$ cat src/rtl/fetch_pkg.sv
// Shared types and constants for the instruction-fetch stage.
// The optional FETCH_PERF_CNT_EN feature uses sat_inc for its counters.
package fetch_pkg;

    localparam int unsigned XLEN_DEF = 32;
    localparam int unsigned CNT_W    = 32;
    localparam logic [31:0] NOP      = 32'h0000_0013;

    typedef enum logic [1:0] {
        ST_REQ  = 2'd0,
        ST_WAIT = 2'd1,
        ST_DROP = 2'd2,
        ST_HOLD = 2'd3
    } fetch_state_e;

    // Counter increment that sticks at all-ones instead of wrapping.
    function automatic logic [CNT_W-1:0] sat_inc(input logic [CNT_W-1:0] v);
        return (v == {CNT_W{1'b1}}) ? v : v + CNT_W'(1);
    endfunction

endpackage

$ cat src/rtl/fetch_hold_buf.sv
// One-entry {pc, instr} buffer that parks a response while ID cannot take it.
module fetch_hold_buf
    import fetch_pkg::*;
#(
    parameter int unsigned XLEN = XLEN_DEF
) (
    input  logic            clk,
    input  logic            rstn,
    input  logic            load,
    input  logic            clear,
    input  logic [XLEN-1:0] load_pc,
    input  logic [XLEN-1:0] load_instr,
    output logic            valid,
    output logic [XLEN-1:0] pc,
    output logic [XLEN-1:0] instr
);

    always_ff @(posedge clk or negedge rstn) begin
        if (!rstn) begin
            valid <= 1'b0;
            pc    <= '0;
            instr <= XLEN'(NOP);
        end else if (load) begin
            valid <= 1'b1;
            pc    <= load_pc;
            instr <= load_instr;
        end else if (clear) begin
            valid <= 1'b0;
        end
    end

endmodule

$ cat src/rtl/fetch_unit.sv
// Instruction-fetch stage: PC register, single-outstanding imem request FSM and IF/ID register.
// Define FETCH_PERF_CNT_EN to add saturating fetch/drop/stall performance counters.
module fetch_unit
    import fetch_pkg::*;
#(
    parameter int unsigned     XLEN     = XLEN_DEF,
    parameter logic [XLEN-1:0] PC_RESET = '0
) (
    input  logic            clk,
    input  logic            rstn,
    input  logic            stall,
    input  logic            flush_IFID,
    input  logic            BranchTaken,
    input  logic [XLEN-1:0] branch_target,
    output logic            imem_req_valid,
    output logic [XLEN-1:0] imem_req_addr,
    input  logic            imem_req_ready,
    input  logic            imem_rsp_valid,
    input  logic [XLEN-1:0] imem_rsp_data,
    output logic            ifid_valid,
    output logic [XLEN-1:0] ifid_pc,
    output logic [XLEN-1:0] ifid_instr
`ifdef FETCH_PERF_CNT_EN
    ,
    output logic [CNT_W-1:0] perf_fetch_cnt,
    output logic [CNT_W-1:0] perf_drop_cnt,
    output logic [CNT_W-1:0] perf_stall_cnt
`endif
);

    localparam logic [XLEN-1:0] NOP_W = XLEN'(NOP);

    fetch_state_e    state_q, state_d;
    logic [XLEN-1:0] pc_q, pc_d;
    logic [XLEN-1:0] req_pc_q;
    logic            hs;
    logic            deliver;
    logic            park;
    logic            buf_clear;
    logic [XLEN-1:0] del_pc, del_instr;
    logic            buf_valid;
    logic [XLEN-1:0] buf_pc, buf_instr;

    assign hs            = imem_req_valid && imem_req_ready;
    assign imem_req_addr = pc_q;

    fetch_hold_buf #(.XLEN(XLEN)) u_hold_buf (
        .clk        (clk),
        .rstn       (rstn),
        .load       (park),
        .clear      (buf_clear),
        .load_pc    (req_pc_q),
        .load_instr (imem_rsp_data),
        .valid      (buf_valid),
        .pc         (buf_pc),
        .instr      (buf_instr)
    );

    // Next state, next PC and delivery/park decisions.
    always_comb begin
        state_d   = state_q;
        pc_d      = pc_q;
        deliver   = 1'b0;
        park      = 1'b0;
        buf_clear = 1'b0;
        del_pc    = req_pc_q;
        del_instr = imem_rsp_data;
        case (state_q)
            ST_REQ: begin
                if (hs) begin
                    state_d = BranchTaken ? ST_DROP : ST_WAIT;
                    pc_d    = pc_q + XLEN'(4);
                end
                if (BranchTaken) pc_d = branch_target;
            end
            ST_WAIT: begin
                if (imem_rsp_valid) begin
                    state_d = ST_REQ;
                    if (BranchTaken) begin
                        pc_d = branch_target;
                    end else if (stall || flush_IFID) begin
                        // A flush only kills current IF/ID content, so the response waits a cycle.
                        park    = 1'b1;
                        state_d = ST_HOLD;
                    end else begin
                        deliver = 1'b1;
                    end
                end else if (BranchTaken) begin
                    pc_d    = branch_target;
                    state_d = ST_DROP;
                end
            end
            ST_DROP: begin
                if (imem_rsp_valid) state_d = ST_REQ;
                if (BranchTaken)    pc_d    = branch_target;
            end
            ST_HOLD: begin
                del_pc    = buf_pc;
                del_instr = buf_instr;
                if (!buf_valid) begin
                    state_d = ST_REQ;
                end else if (BranchTaken) begin
                    buf_clear = 1'b1;
                    pc_d      = branch_target;
                    state_d   = ST_REQ;
                end else if (!stall && !flush_IFID) begin
                    deliver   = 1'b1;
                    buf_clear = 1'b1;
                    state_d   = ST_REQ;
                end
            end
            default: state_d = ST_REQ;
        endcase
    end

    always_ff @(posedge clk or negedge rstn) begin
        if (!rstn) begin
            state_q        <= ST_REQ;
            pc_q           <= PC_RESET;
            req_pc_q       <= '0;
            imem_req_valid <= 1'b0;
            ifid_valid     <= 1'b0;
            ifid_pc        <= '0;
            ifid_instr     <= NOP_W;
        end else begin
            state_q        <= state_d;
            pc_q           <= pc_d;
            imem_req_valid <= (state_d == ST_REQ);
            if (hs) req_pc_q <= pc_q;
            if (flush_IFID || BranchTaken) begin
                ifid_valid <= 1'b0;
                ifid_pc    <= '0;
                ifid_instr <= NOP_W;
            end else if (stall) begin
                ifid_valid <= ifid_valid;
            end else if (deliver) begin
                ifid_valid <= 1'b1;
                ifid_pc    <= del_pc;
                ifid_instr <= del_instr;
            end else begin
                ifid_valid <= 1'b0;
                ifid_pc    <= '0;
                ifid_instr <= NOP_W;
            end
        end
    end

`ifdef FETCH_PERF_CNT_EN
    logic drop_ev;

    // Responses thrown away: killed in flight, or parked and then redirected.
    assign drop_ev = (state_q == ST_WAIT && imem_rsp_valid && BranchTaken)
                  || (state_q == ST_DROP && imem_rsp_valid)
                  || (state_q == ST_HOLD && buf_valid && BranchTaken);

    always_ff @(posedge clk or negedge rstn) begin
        if (!rstn) begin
            perf_fetch_cnt <= '0;
            perf_drop_cnt  <= '0;
            perf_stall_cnt <= '0;
        end else begin
            if (deliver && !flush_IFID && !BranchTaken && !stall)
                perf_fetch_cnt <= sat_inc(perf_fetch_cnt);
            if (drop_ev) perf_drop_cnt  <= sat_inc(perf_drop_cnt);
            if (stall)   perf_stall_cnt <= sat_inc(perf_stall_cnt);
        end
    end
`endif

endmodule
$ cat config.mk
export PLATFORM = sky130hd
export DESIGN_NAME = fetch_unit
export DESIGN_NICKNAME = d
export VERILOG_FILES = /design/src/rtl/fetch_pkg.sv /design/src/rtl/fetch_hold_buf.sv /design/src/rtl/fetch_unit.sv
export SDC_FILE = /design/constraint.sdc
export NUM_CORES = 1
export LEC_CHECK = 0
export ABC_AREA = 1
export CORE_ASPECT_RATIO = 1.2
export CORE_MARGIN = 2
export CORE_UTILIZATION = 53
export DETAILED_ROUTE_END_ITERATION = 6
export PLACE_DENSITY = 0.81
export SLEW_MARGIN = 20
export SYNTH_ARGS = -nofsm -noshare
export SYNTH_HDL_FRONTEND = slang
export SYNTH_SLANG_ARGS = --single-unit
$ cat constraint.sdc
create_clock -name clk -period 1.7 [get_ports clk]
set_input_delay 0.17 -clock clk [delete_from_list [all_inputs] [get_ports clk]]
set_output_delay 0.17 -clock clk [all_outputs]
set_load 0.01 [all_outputs]
==> flow_summary.json <==
{
  "die_h_um": 149,
  "cts_max_level": 4,
  "grt_max_degree": 64,
  "final_cell_mix": "nand2_1 (385), o21ai_0 (194), dfrtp_1 (187), clkdlybuf4s50_1 (164), inv_1 (115)",
  "yosys.area.top_type_share_pct": 51.2,
  "pin_count": 169,
  "initial_core_util_pct": 53.8,
  "synth_cell_type_count": 31,
  "min_period_over_period_pct": 99.6,
  "routed-via-count": 8369,
  "cp-end-kind": "output port",
  "max_freq_mhz": 590,
  "reg2reg_from": "state_q[0]$_DFF_PN0_",
  "crit_slowest_cell": "clkdlybuf4s50_1",
  "regArea_mm2": 0.00494,
  "coreArea_mm2": 0.0174,
  "drv_slew": 0,
  "pwr-share-seq_pct": 39.9,
  "cp.arrival_ps": 1520,
  "insertedDiodeCount": 0,
  "tns_ps": 0,
  "path_cells": "clkdlybuf4s50_1",
  "ys_seq_area_share_pct": 52.9,
  "place_congestion": 0.975,
  "drc_errors": 0,
  "grt.total_usage_pct": 25.0,
  "whs_ps": 232,
  "fillers": 1379,
  "drtIter0Drc": 603,
  "wl_met2_um": 11100,
  "fin_skew_ps": 6.56,
  "ys_ff_latch": 197,
  "yosys_most_used_dff": "dfrtp_1",
  "required_ps": 1530,
  "wl_met3_um": 1260,
  "crit_family": "buffers and inverters",
  "synth-warning-count": 0,
  "grt-ovfl-total": 0,
  "port_buffers": 168,
  "route.layer.met1.wl_um": 10300,
  "maxCapViolCount": 0,
  "wl_per_cell_um": 14.6,
  "p_leak_nw": 5.84,
  "crit_fanout": 7,
  "synthesis.nets": 1262,
  "area_growth_pct": 30.9,
  "ant_nets": 0,
  "tightest_slew_ps": 442,
  "cts-root-buf": "clkbuf_16",
  "cts_buffers": 17,
  "dr.pass1.iters": 7,
  "clock_path_buffers": 2,
  "switching_share_pct": 37.1,
  "drive_above_1_share_pct": 9.59,
  "highest_layer": "met4",
  "clkSinkCount": 197,
  "multiInputGateArea_mm2": 0.00366,
  "fin_nets": 1443,
  "vdd_drop_max_mv": 0.906,
  "syn_area_mm2": 0.00934,
  "crit_type": "flip-flop to output port",
  "slew_headroom_pct": 70.5,
  "viasPerCell": 5.24,
  "p_total_mw": 18.6,
  "p_switching_mw": 6.90,
  "fin_util_pct": 70.4,
  "start_kind": "flip-flop",
  "critPathBufInv": 1,
  "die_area_mm2": 0.0187,
  "syn_area_per_cell_um2": 7.88,
  "clk_latency_ps": 430,
  "internal-power_mw": 11.7,
  "synth-edff-count": 0,
  "final_common_cell": "nand2_1",
  "grt_pass1_wl_um": 37800,
  "crit_start": "imem_req_addr[4]$_DFFE_PN0P_",
  "setup_viol": 0,
  "hold_violations": 0,
  "synth_top_cell_by_area": "dfrtp_1",
  "fp.dieW_um": 125,
  "async_flop_share_pct": 100,
  "status": "finished clean",
  "synthCells": 1185,
  "rsz0062_at_grt": "true",
  "p_per_area_mw_per_mm2": 1520,
  "grt_pass1_vias": 7802,
  "grt_antenna_before_repair": 0,
  "slowest_delay_ps": 620,
  "detailed_place_hpwl_um": 16200,
  "synthTopCellsByArea": "dfrtp_1 (51%), nand2_1 (15%), o21ai_0 (10%)",
  "comb_power_share_pct": 38.0,
  "tritoncts": "done",
  "power_frac_clock_pct": 22.1,
  "rows": 53,
  "clkTransAtPathRegs_ps": 70,
  "fin_crit_ps": 1690,
  "wirelength_um": 23200,
  "hp-class": "input port to async pin"
}
==> cell type report <==
| cell class | instances | share of cell area [%] |
|---|---|---|
| repair buffers | 223 | 18.8 |
| well taps | 220 | 2.25 |
| multi-input cells | 804 | 29.9 |
| clock inverters | 11 | 1.25 |
| flip-flops and latches | 197 | 40.4 |
| clock buffers | 19 | 3.62 |
| inverters | 123 | 3.80 |
==> cell usage after synthesis (8+ instances only) <==
cell      count
buf_4         8
buf_2        35
nand3_1      39
nor2_2        8
nor2_1       76
inv_1       117
clkbuf_1     12
dfrtp_1     191
o21ai_1      52
nand2_1     385
o21ai_0     194
==> per-stage QoR <==
step                      setup slack [ps]  cell area, um2  instances
after CTS                            0.359           12100       1587
after global placement               -1.32           11400       1555
after floorplan                        181            9340       1185
final                                 6.11           12200       1597
after detailed placement             -47.5           11400       1555
after global routing                 -62.2           12200       1597
==> power groups by stage <==
stage | logic [mW] | clock network, mW | registers, mW
after global placement | 6.38 | 0 | 7.39
final | 7.08 | 4.11 | 7.42
after CTS | 6.70 | 4.18 | 7.39
after detailed placement | 6.60 | 0 | 7.45
after global routing | 7.94 | 4.38 | 7.61
after floorplan | 3.92 | 0 | 7.38
==> final timing paths <==
| check | endpoint | slack, ps | cells after the start |
|---|---|---|---|
| max | imem_req_addr[4] | 6 | 1 |
| min | imem_req_addr[1]$_DFFE_PN0P_ | 230 | 2 |
| max reg2reg | imem_req_addr[13]$_DFFE_PN0P_ | 50 | 10 |
| min reg2reg | u_hold_buf.instr[0]$_DFFE_PN1P_ | 480 | 2 |
| max in group asynchronous | imem_req_addr[23]$_DFFE_PN0P_ | 800 | 3 |
| min in group clk | u_hold_buf.instr[1]$_DFFE_PN1P_ | 290 | 3 |
==> logic make-up after synthesis <==
kind of cell             synth area share, %
AO/OA/AOI/OAI                           14.8
XOR/XNOR                              0.0938
adder cells (fa/ha/maj)                0.804
buffers and inverters                   8.52
flip-flops                              52.9
multiplexers                           0.121
AND/OR/NAND/NOR                         22.8
==> repair_timing <==
item | 4_1_cts | 5_1_grt
cloned | 0 | 2
buffers inserted | 1 | 8
hold endpoints to repair | 39 | 0
hold buffers | 1 | 0
pin swaps | 0 | 6
resized for setup | 4 | 14
endpoints found under the setup margin | 9 | 124
==> sequential cells by signal (all words and copies together), names as in the netlist <==
signal            count
ifid_instr           32
ifid_pc              32
imem_req_addr        32
req_pc_q             32
u_hold_buf.instr     32
u_hold_buf.pc        32
state_q               2
ifid_valid            1
imem_req_valid        1
u_hold_buf.valid      1
==> layer usage <==
metal  up-vias  GRT usage, %
met5         -             0
met4         0          9.94
met3        45          4.04
met2       288          40.4
met1      3909          34.3
li1       4127             -
Power figures use the tool's default switching activity.
